[config.mk]
export PLATFORM = sky130hd
export DESIGN_NAME = timer_mmss
export DESIGN_NICKNAME = d
export VERILOG_FILES = /design/src/rtl/timer_mmss.sv
export SDC_FILE = /design/constraint.sdc
export NUM_CORES = 1
export LEC_CHECK = 0
export BUFFER_PORTS_ARGS = -buffer_cell sky130_fd_sc_hd__buf_2
export CORE_ASPECT_RATIO = 0.75
export CORE_MARGIN = 1.5
export CORE_UTILIZATION = 38
export CTS_CLUSTER_SIZE = 16
export DETAILED_ROUTE_END_ITERATION = 6
export GPL_TIMING_DRIVEN = 0
export PLACE_DENSITY_LB_ADDON = 0.2
export SYNTH_ARGS = -nofsm -noshare
export SYNTH_HDL_FRONTEND = slang
export SYNTH_SLANG_ARGS = --single-unit
[constraint.sdc]
create_clock -name clk -period 2.2 [get_ports clk]
set_input_delay 0.11 -clock clk [delete_from_list [all_inputs] [get_ports clk]]
set_output_delay 0.11 -clock clk [all_outputs]
set_load 0.1 [all_outputs]
[src/rtl/timer_mmss.sv]
// Three-digit BCD cook timer (M:ST:SO), shift-in keypad load, 1 s/edge countdown.
// Optional TIMER_DONE_PULSE_EN adds a registered one-cycle done pulse on reaching 0:00.
module timer_mmss #(
    parameter int MIN_MAX = 9,
    parameter int ST_MAX  = 5
) (
    input  logic       clk,
    input  logic       clearn,
    input  logic [3:0] data,
    input  logic       loadn,
    input  logic       EN,
    output logic [3:0] sec_ones,
    output logic [3:0] sec_tens,
    output logic [3:0] mins,
    output logic       zero
`ifdef TIMER_DONE_PULSE_EN
    ,
    output logic       done
`endif
);

    localparam logic [3:0] MIN_LIM  = 4'(MIN_MAX);
    localparam logic [3:0] ST_LIM   = 4'(ST_MAX);
    localparam logic [3:0] ONES_LIM = 4'd9;

    logic [3:0] ones_d;
    logic [3:0] tens_d;
    logic [3:0] mins_d;
    logic       step;

    assign zero = (sec_ones == 4'd0) && (sec_tens == 4'd0) && (mins == 4'd0);
    assign step = loadn && EN && !zero;

    always_comb begin
        ones_d = sec_ones;
        tens_d = sec_tens;
        mins_d = mins;
        if (!loadn) begin
            // Digits move left one place, each clamped to its new position's range
            mins_d = (sec_tens > MIN_LIM) ? MIN_LIM : sec_tens;
            tens_d = (sec_ones > ST_LIM) ? ST_LIM : sec_ones;
            ones_d = (data > ONES_LIM) ? ONES_LIM : data;
        end else if (step) begin
            if (sec_ones != 4'd0) begin
                ones_d = sec_ones - 4'd1;
            end else if (sec_tens != 4'd0) begin
                ones_d = ONES_LIM;
                tens_d = sec_tens - 4'd1;
            end else begin
                ones_d = ONES_LIM;
                tens_d = ST_LIM;
                mins_d = mins - 4'd1;
            end
        end
    end

    always_ff @(posedge clk) begin
        if (!clearn) begin
            sec_ones <= 4'd0;
            sec_tens <= 4'd0;
            mins     <= 4'd0;
        end else begin
            sec_ones <= ones_d;
            sec_tens <= tens_d;
            mins     <= mins_d;
        end
    end

`ifdef TIMER_DONE_PULSE_EN
    always_ff @(posedge clk) begin
        if (!clearn) begin
            done <= 1'b0;
        end else begin
            done <= step && (mins == 4'd0) && (sec_tens == 4'd0)
                    && (sec_ones == 4'd1);
        end
    end
`endif

endmodule

==> results of run 1 <==
## cells by family after synthesis
| kind of cell | share of synthesized area (%) |
|---|---|
| multiplexers | 1.31 |
| flip-flops | 31.3 |
| AND/OR/NAND/NOR | 28.2 |
| XOR/XNOR | 1.14 |
| buffers and inverters | 5.87 |
| AO/OA/AOI/OAI | 28.9 |
| adder cells (fa/ha/maj) | 3.26 |
## power groups by stage
stage / Clock (µW) / Sequential [µW] / Combinational (µW)
finish: 188 / 254 / 283
global placement: 0 / 258 / 279
detailed placement: 0 / 258 / 281
CTS: 189 / 254 / 283
global route: 198 / 257 / 299
floorplan: 0 / 356 / 136
## metal layers
layer  GRT usage (%)  share of wire [%]
met1            27.7                 52
met3            6.47                5.1
met5               0                  0
met2            22.1                 42
met4            4.50               0.54
## layout make-up
class	count	share of cell area, %
repair buffers	19	10.1
flip-flops and latches	12	25.8
plain buffers	4	2.39
well taps	22	2.93
multi-input cells	67	52.5
inverters	6	2.39
clock buffers	4	3.86
## worst paths after layout
path | slack (ns) | depth (start not counted) | to
hold / removal | 0.07 | 3 | sec_ones[1]
setup / recovery | 0.15 | 6 | zero
setup reg to reg | 0.50 | 6 | mins[2]
hold reg to reg | 0.54 | 2 | mins[1]
## sequential cells by signal, summed over array words and instances, names as in the netlist
| name | cells |
|---|---|
| sec_tens | 4 |
| mins | 4 |
| sec_ones | 4 |
## cells in the final DEF (no fill, tap or decap), drive strengths merged, types with 2 or more instances in the layout
cell	instances
a21oi	7
nor2	6
o31ai	4
inv	6
ha	2
a21boi	2
nor3b	2
a31oi	3
or3	2
dfxtp	12
nand2	7
buf	20
o21a	3
clkbuf	7
nor4	3
o21ai	5
nor3	2
## critical path, stage by stage, from the launching register on
cell     delay, ns
dfxtp_2       0.33
inv_1         0.12
ha_1          0.17
nor3b_2       0.33
nand2_1       0.17
nor2_4        0.10
buf_2         0.42
## through the flow
step	instances	worst slack (ns)	utilization [%]	hold WS (ns)	cell area (µm²)
global placement	130	0.315	49.4	0.368	900
global route	134	0.0262	51.6	0.0880	941
detailed placement	130	0.278	49.4	0.373	900
floorplan	89	0.153	-	0.245	777
finish	134	0.152	51.6	0.0728	941
CTS	134	0.183	51.6	0.0687	941
==> results.md, run 1 <==
* Status: completed
* Initial DRC Count at 23
* Tot GR Track Use at 17.7%
* Clock sink total at 12
* Most frequent cell after synthesis: dfxtp_1
* Final setup viols at 0
* First-pass GRT wire length at 2930 µm
* Total power at 725 µW
* Fmax at 0.488 GHz
* Slew HR at 67.8%
* Min Tclk post-route at 2.05 ns
* Clk_lat worst skew at 0.28 ns
* Class of the worst hold path: primary input to flip-flop
* Clock-pin slew on the worst setup and hold paths at 0.09 ns
* Worst Max-Slew Pin Slew at 0.487 ns
* Top cell type's share of synthesized area at 31.3%
* Htree depth at 1
* Synth cell count leaders: dfxtp_1 (12), a21oi_1 (7), nand2_1 (7), inv_1 (6), nor2_1 (6)
* CP Class: flip-flop to primary output
* Area leader, netlist: dfxtp_1
* Via density per instance at 5.87
* Pint at 409 µW
* Fill cells at 197
* Layout cell share with drive strength beyond 1 at 29.5%
* Initial antenna violation count at 0
* Remaining antenna violation count at 0
* Boundary Pins at 21
* Comb power frac at 39.0%
* Register Area at 243 µm²
* Seq pwr share at 35.1%
* CP startpoint kind: flip-flop
* Core box area at 0.00182 mm²
* Cell Pwr Density at 770 mW/mm²
* CTS root buf: clkbuf_4
* FP Rows at 13
* Reg2reg start: mins[0]
* Count of maximum capacitance violations at 0
* Sum Neg Setup Slack at 0 ns
* Data arrival time of the worst path at 1.94 ns
* Vias in the first global route at 631
* Routed wire per std cell at 13.9 µm
* DIE AREA at 0.00230 mm²
* Clock share of power at 25.9%
* # diodes at 0
* Top FF cell, synth: dfxtp_1
* Post-CTS Hold Fix Bufs at 0
* Layout area overhead at 22.7%
* PostCTS Resize Cnt at 1
* CTS tree: done
* Largest fanout on the critical path at 5
* Starting Density at 42.1%
* Worst setup EP type: primary output
* Min-delay src: data[1]
* Clock Skews at 0.00360 ns
* Cts bufs inserted at 3
* Register bit total from synthesis at 12
* Largest net degree at the start of global routing at 11
* Mean Syn Cell Area at 8.62 µm²
* Final Max Tran Viols at 0
* DP HPWL at 1390 µm
* GP Congestion at 0.801
* Fin nets at 123
* Via count at 786
* TritonRoute pass-1 iters at 4
* Sw power at 316 µW
* Critical path launch point: mins[0]
* P_leak at 0.000416 µW
* Die extent in x at 54.9 µm
* Post-CTS Setup Repair Bufs at 0
* GR Overflow Total at 0
* Maximum VDD drop at 355 µV
* DRC errors left at 0
* Synth warn at 0
* Count of final hold-check violations at 0
* Synthesized Nets at 99
* RSZ-0062 raised after global routing: no
* Count of cell types in the netlist at 38
* Post-Syn Instances at 89
* Area contributors post-synth: dfxtp_1 (31%), nor4_4 (5.5%), a21oi_1 (4.6%)
* Switching share of power at 43.6%
* Worst Path Required at 2.09 ns
* Ys async rst share at 0%
* Clk buf depth at 2
* EDFF count, synth at 0
* IO Port Bufs at 19
* Post-Syn Area at 767 µm²
* Final wirelength at 1860 µm
* Die Span Y at 41.9 µm
* Fraction of the cycle the final worst path needs at 93.1%
* Multi-input gate area at 494 µm²
* Post-synthesis sequential area ratio at 31.3%
Power figures use the tool's default switching activity.
==> run 2, diff against run 1 <==
--- a/config.mk
+++ b/config.mk
@@ -6,9 +6,10 @@
 export NUM_CORES = 1
 export LEC_CHECK = 0
 export BUFFER_PORTS_ARGS = -buffer_cell sky130_fd_sc_hd__buf_2
-export CORE_ASPECT_RATIO = 0.75
 export CORE_MARGIN = 1.5
 export CORE_UTILIZATION = 38
+export CTS_BUF_LIST = sky130_fd_sc_hd__clkbuf_8
+export CTS_CLUSTER_DIAMETER = 60
 export CTS_CLUSTER_SIZE = 16
 export DETAILED_ROUTE_END_ITERATION = 6
 export GPL_TIMING_DRIVEN = 0
==> run 2 against run 1 <==
Setup slack gained 0.093 ns. Sequential power is essentially flat. First-iteration DRC count shrank 52%. Clock power grew 31%. Global-route usage grew 0.55 points. Cell area grew 2.7%. Count of clock-buffer cells in the layout is the same. Critical path depth is the same. Critical endpoint unchanged. Clock skew shrank 0.0022 ns. Hold slack gained 0.039 ns. Highest routed layer unchanged. Sequential cell count is the same.
==> results.md, run 2 (same netlist as run 1, synthesis figures left out) <==
* Status: completed
* Worst Path Required at 2.09 ns (about the same)
* Clock sink total at 12 (unchanged)
* Initial DRC Count at 11 (-52%)
* Pint at 467 µW (+14%)
* Sw power at 317 µW (+0.21%)
* IO Port Bufs at 19 (unchanged)
* Layout area overhead at 25.9%
* Data arrival time of the worst path at 1.84 ns (-0.10 ns)
* Die extent in x at 47.9 µm (-13%)
* Routed wire per std cell at 13.0 µm (-6.5%)
* Largest registers: mins: 4 flops, sec_ones: 4 flops, sec_tens: 4 flops
* Boundary Pins at 21 (unchanged)
* Worst setup EP type: primary output
* First-pass GRT wire length at 2840 µm (-2.8%)
* Htree depth at 1 (unchanged)
* CTS tree: done
* Sum Neg Setup Slack at 0 ns (unchanged)
* GR Overflow Total at 0 (unchanged)
* Register Area at 243 µm² (unchanged)
* TritonRoute pass-1 iters at 4 (unchanged)
* Count of maximum capacitance violations at 0 (unchanged)
* Fin nets at 123 (unchanged)
* Clk buf depth at 2 (unchanged)
* Initial antenna violation count at 0 (unchanged)
* Final setup viols at 0 (unchanged)
* Count of final hold-check violations at 0 (unchanged)
* Fraction of the cycle the final worst path needs at 88.9% (-4.2 points)
* Post-route cell area at 966 µm² (+2.7%)
* Min Tclk post-route at 1.95 ns (-0.0927 ns)
* Vias in the first global route at 657 (+4.1%)
* Die Span Y at 47.9 µm (+14%)
* DRC errors left at 0 (unchanged)
* FP Rows at 16 (+3)
* GP Congestion at 0.812 (+1.3%)
* # diodes at 0 (unchanged)
* Worst Max-Slew Pin Slew at 0.487 ns (+0.000362 ns)
* RSZ-0062 raised after global routing: no
* DP HPWL at 1330 µm (-4.9%)
* Layout cell share with drive strength beyond 1 at 29.5% (unchanged)
* Slew HR at 67.7% (about the same)
* P_leak at 0.000424 µW (+1.9%)
* DIE AREA at 0.00230 mm² (-0.12%)
* Clock share of power at 31.4% (+5.5 points)
* Comb power frac at 36.1% (-2.9 points)
* Placed cell areas at 906 µm² (+0.70%)
* Largest net degree at the start of global routing at 11 (unchanged)
* Final wirelength at 1810 µm (-3.0%)
* Slowest cell on the critical path: buf_2
* Seq pwr share at 32.5% (-2.6 points)
* CP Class: flip-flop to primary output
* Clock Skews at 0.00137 ns (-0.00223 ns)
* Fmax at 0.512 GHz (+4.7%)
* Cts bufs inserted at 3 (unchanged)
* Clock-pin slew on the worst setup and hold paths at 0.05 ns (-0.04 ns)
* CP peak stage delay at 0.42 ns (about the same)
* Maximum VDD drop at 381 µV (+7.5%)
* Largest fanout on the critical path at 5 (unchanged)
* Final Max Tran Viols at 0 (unchanged)
* Tot GR Track Use at 18.3% (+0.55 points)
* Remaining antenna violation count at 0 (unchanged)
* Via density per instance at 5.57 (-5.1%)
* Multi-input gate area at 494 µm² (unchanged)
* Class of the worst hold path: primary input to flip-flop
* Via count at 774 (-1.5%)
* Most frequent cells in the layout: buf_2 (19), dfxtp_1 (10), nand2_1 (7), a21oi_1 (7), inv_1 (6)
* Cell Pwr Density at 811 mW/mm² (+5.4%)
* Switching share of power at 40.4% (-3.2 points)
* Post-CTS Hold Fix Bufs at 0 (unchanged)
* CTS root buf: clkbuf_8
* Commonest non-fill, non-tap cell in the layout: buf_2
* Starting Density at 39.9% (-2.2 points)
* CP Cell Sequence: inv_1 -> ha_1 -> nor3b_2 -> nand2_1 -> nor2_4 -> buf_2
* Clk_lat worst skew at 0.24 ns (-0.04 ns)
* CP startpoint kind: flip-flop
* Fill cells at 200 (+1.5%)
* Core box area at 0.00192 mm² (+5.5%)
==> run 2: cell counts in the layout (fill, tap and decap cells not counted) <==
Identical to the previous run, type by type.
==> run 2: power by group through the flow <==
stage | clock [µW] | combinational, µW | sequential [µW]
after CTS | 251 | 282 | 254
after global placement | 0 | 280 | 258
final | 246 | 283 | 255
after floorplan | 0 | 136 | 356
after global routing | 262 | 301 | 258
after detailed placement | 0 | 281 | 258
==> run 2: final cells by class <==
type / count / area share [%]
multi-input combinational: 67 / 51.2
sequential: 12 / 25.1
timing repair buffer: 19 / 9.84
clock buffer: 4 / 5.70
tap: 27 / 3.50
buffer: 4 / 2.33
inverter: 6 / 2.33
==> run 2: worst max-delay path: cells and delay by family, from the launching register on <==
| family | cells | cell delay, ns |
|---|---|---|
| fa+ha+maj | 1 | 0.18 |
| buf+inv | 2 | 0.52 |
| flops | 1 | 0.32 |
| simple gates | 3 | 0.58 |
==> run 2: worst paths after layout <==
| kind | slack (ns) | from | to | cells past startpoint |
|---|---|---|---|---|
| setup / recovery | 0.25 | mins[0] | zero | 6 |
| hold / removal | 0.11 | data[1] | sec_ones[1] | 3 |
| setup reg to reg | 0.55 | sec_ones[0] | mins[3] | 4 |
| hold reg to reg | 0.52 | mins[1] | mins[1] | 2 |
==> run 2: metal layers <==
layer / vias up / track usage (%) / wire (µm)
met5: - / 0 / 0
met4: 0 / 8.65 / 27
met3: 4 / 6.79 / 100
met2: 25 / 26.9 / 828
met1: 360 / 23.4 / 848
li1: 385 / - / -
==> run 2: metrics by stage <==
step           setup WS, ns  total power [µW]  instances  util (%)  hold slack, ns
5_1_grt               0.143               821        139      50.3           0.120
3_3_place_gp          0.284               537        135      47.1           0.367
4_1_cts              0.0190               787        139      50.0           0.109
2_1_floorplan         0.153               492         89         -           0.245
6_report              0.245               784        139      50.3           0.112
3_5_place_dp          0.303               539        135      47.1           0.372
==> run 2: what timing repair did <==
action,4_1_cts,5_1_grt
resized for setup,0,1
endpoints found under the setup margin,0,1
buffers inserted,0,0
==> run 3, diff against run 2 <==
--- a/config.mk
+++ b/config.mk
@@ -6,14 +6,16 @@
 export NUM_CORES = 1
 export LEC_CHECK = 0
 export BUFFER_PORTS_ARGS = -buffer_cell sky130_fd_sc_hd__buf_2
+export CELL_PAD_IN_SITES_DETAIL_PLACEMENT = 2
+export CELL_PAD_IN_SITES_GLOBAL_PLACEMENT = 2
 export CORE_MARGIN = 1.5
-export CORE_UTILIZATION = 38
+export CORE_UTILIZATION = 30
 export CTS_BUF_LIST = sky130_fd_sc_hd__clkbuf_8
 export CTS_CLUSTER_DIAMETER = 60
 export CTS_CLUSTER_SIZE = 16
 export DETAILED_ROUTE_END_ITERATION = 6
 export GPL_TIMING_DRIVEN = 0
-export PLACE_DENSITY_LB_ADDON = 0.2
+export PLACE_DENSITY = 0.8
 export SYNTH_ARGS = -nofsm -noshare
 export SYNTH_HDL_FRONTEND = slang
 export SYNTH_SLANG_ARGS = --single-unit
==> run 3 against run 2 <==
Critical endpoint unchanged. Fmax is 4.3% lower. Clock power is 6% higher. Highest routed layer unchanged. Via count is 3.9% higher. Sequential share of layout area is 0.097 points lower. Combinational power is 3% higher. Sequential cell count stayed put. Cell count is 2.2% higher. Core utilization is 11 points lower. Critical path depth stayed put. Cell area is 0.39% higher. Global-route usage is 3.4 points higher. Largest power group unchanged.
==> results.md, run 3 (same netlist as run 1, synthesis figures left out) <==
* Comb power frac at 36.2% (about the same)
* DP Worst Slack at 0.255 ns (-0.0483 ns)
* Final Max Tran Viols at 0 (unchanged)
* DRC errors left at 0 (unchanged)
* Count of final hold-check violations at 0 (unchanged)
* First-pass GRT wire length at 4220 µm (+49%)
* Largest net degree at the start of global routing at 11 (unchanged)
* Worst setup EP type: primary output
* GR Overflow Total at 0 (unchanged)
* Core box area at 0.00245 mm² (+28%)
* Via density per instance at 5.66 (+1.7%)
* Cts bufs inserted at 3 (unchanged)
* Boundary Pins at 21 (unchanged)
* Worst setup margin at 0.157 ns (-0.0878 ns)
* Pint at 468 µW (+0.12%)
* Die extent in x at 53.6 µm (+12%)
* Tot GR Track Use at 21.7% (+3.4 points)
* Met2 WL post-DR at 1330 µm (+61%)
* CP startpoint kind: flip-flop
* CP peak stage delay at 0.42 ns (about the same)
* Final wirelength at 2600 µm (+44%)
* PostCTS Resize Cnt at 1 (+1)
* # diodes at 0 (unchanged)
* P_leak at 0.000424 µW (unchanged)
* Most frequent cells in the layout: buf_2 (19), dfxtp_1 (10), nand2_1 (7), a21oi_1 (7), inv_1 (6)
* Clock share of power at 32.2% (+0.8 points)
* Final setup viols at 0 (unchanged)
* DP HPWL at 1690 µm (+27%)
* Layout area overhead at 26.4%
* Cell Pwr Density at 833 mW/mm² (+2.6%)
* Clock Skews at 0.00748 ns (+0.00611 ns)
* Metal3 WL at 60 µm (-40%)
* IO Port Bufs at 19 (unchanged)
* Maximum VDD drop at 398 µV (+4.4%)
* TritonRoute pass-1 iters at 3 (-1)
* Vias in the first global route at 846 (+29%)
* Status: completed
* CP Buf/Inv Count at 2 (unchanged)
* Largest registers: mins: 4 flops, sec_ones: 4 flops, sec_tens: 4 flops
* Post-CTS Setup Repair Bufs at 0 (unchanged)
* Clock-pin slew on the worst setup and hold paths at 0.06 ns (about the same)
* DIE AREA at 0.00287 mm² (+25%)
* Data arrival time of the worst path at 1.93 ns (+0.09 ns)
* Count of maximum capacitance violations at 0 (unchanged)
* Routed met1 length at 1150 µm (+36%)
* Worst Max-Slew Pin Slew at 0.495 ns (+0.00744 ns)
* Largest fanout on the critical path at 5 (unchanged)
* Top Metal Used: met4
* Slowest cell on the critical path: buf_2
* CP Cell Sequence: inv_1 -> ha_1 -> nor3b_2 -> nand2_1 -> nor2_4 -> buf_2
* Sw power at 340 µW (+7.3%)
* Via count at 804 (+3.9%)
* Fmax at 0.490 GHz (-4.3%)
* RSZ-0062 raised after global routing: no
* Routed wire per std cell at 18.3 µm (+41%)
* Class of the worst hold path: primary input to flip-flop
* Switching share of power at 42.1% (+1.7 points)
* Initial DRC Count at 2 (-9)
* Clock sink total at 12 (unchanged)
* Worst Path Required at 2.09 ns (about the same)
* Slew HR at 67.3% (-0.49 points)
* Starting Density at 31.2% (-8.7 points)
* GP Congestion at 0.751 (-7.5%)
* FP Rows at 18 (+2)
* Initial antenna violation count at 0 (unchanged)
* Seq pwr share at 31.6% (-0.9 points)
* Layout cell share with drive strength beyond 1 at 29.5% (unchanged)
* Sum Neg Setup Slack at 0 ns (unchanged)
* Die Span Y at 53.6 µm (+12%)
* Htree depth at 1 (unchanged)
* Commonest non-fill, non-tap cell in the layout: buf_2
* Clk buf depth at 2 (unchanged)
* Fin nets at 123 (unchanged)
* Fraction of the cycle the final worst path needs at 92.9% (+4.0 points)
* Min Tclk post-route at 2.04 ns (+0.0878 ns)
* Clk_lat worst skew at 0.26 ns (+0.02 ns)
* Fill cells at 290 (+45%)
* CP Class: flip-flop to primary output
* CTS tree: done
* Remaining antenna violation count at 0 (unchanged)
* Top cell family by delay on the critical path: simple AND/OR/NAND/NOR gates
* Post-CTS Hold Fix Bufs at 0 (unchanged)
* CTS root buf: clkbuf_8
==> run 3: cell counts in the layout (fill, tap and decap cells not counted) <==
Identical to the previous run, type by type.
==> run 3: worst register-to-register path, delay by kind of cell (launching register included) <==
kind | cells | cell delay, ns
compound gates | 1 | 0.32
fa+ha+maj | 1 | 0.17
buf+inv | 1 | 0.13
flops | 1 | 0.33
simple gates | 3 | 0.67
==> run 3: area by class of cell <==
| type | count | area [µm²] | share of cell area (%) |
|---|---|---|---|
| inverter | 6 | 22.5 | 2.32 |
| timing repair buffer | 19 | 95.1 | 9.81 |
| multi-input combinational | 67 | 494 | 51.0 |
| clock buffer | 4 | 55.1 | 5.68 |
| buffer | 4 | 22.5 | 2.32 |
| tap | 30 | 37.5 | 3.87 |
| sequential | 12 | 243 | 25.0 |
==> run 3: path summary, 6_finish.rpt <==
path | from | endpoint | slack (ns) | depth (start not counted)
worst max register to register | mins[0] | mins[2] | 0.48 | 6
worst min register to register | mins[3] | mins[3] | 0.55 | 2
worst max-delay path | mins[0] | zero | 0.16 | 6
worst min-delay path | data[2] | sec_ones[2] | 0.1 | 3
==> run 3: layer usage <==
layer  vias to the layer above  global-route usage, %
met5                         -                      0
met4                         0                   9.40
met3                         5                   4.17
met2                        15                   37.2
met1                       400                   26.1
li1                        384                      -
==> run 3: through the flow <==
stage | area (µm²) | util (%) | instances | hold WS (ns) | power (µW)
2_1_floorplan | 777 | - | 89 | 0.245 | 492
3_3_place_gp | 910 | 37.1 | 138 | 0.381 | 540
3_5_place_dp | 910 | 37.1 | 138 | 0.374 | 546
4_1_cts | 970 | 39.5 | 142 | 0.0960 | 816
5_1_grt | 970 | 39.5 | 142 | 0.117 | 848
6_report | 970 | 39.5 | 142 | 0.0980 | 808
==> run 3: power by group through the flow <==
stage	clock [µW]	combinational, µW	sequential (µW)
2_1_floorplan	0	136	356
3_3_place_gp	0	282	258
3_5_place_dp	0	287	259
4_1_cts	266	295	255
5_1_grt	278	312	259
6_report	260	292	255
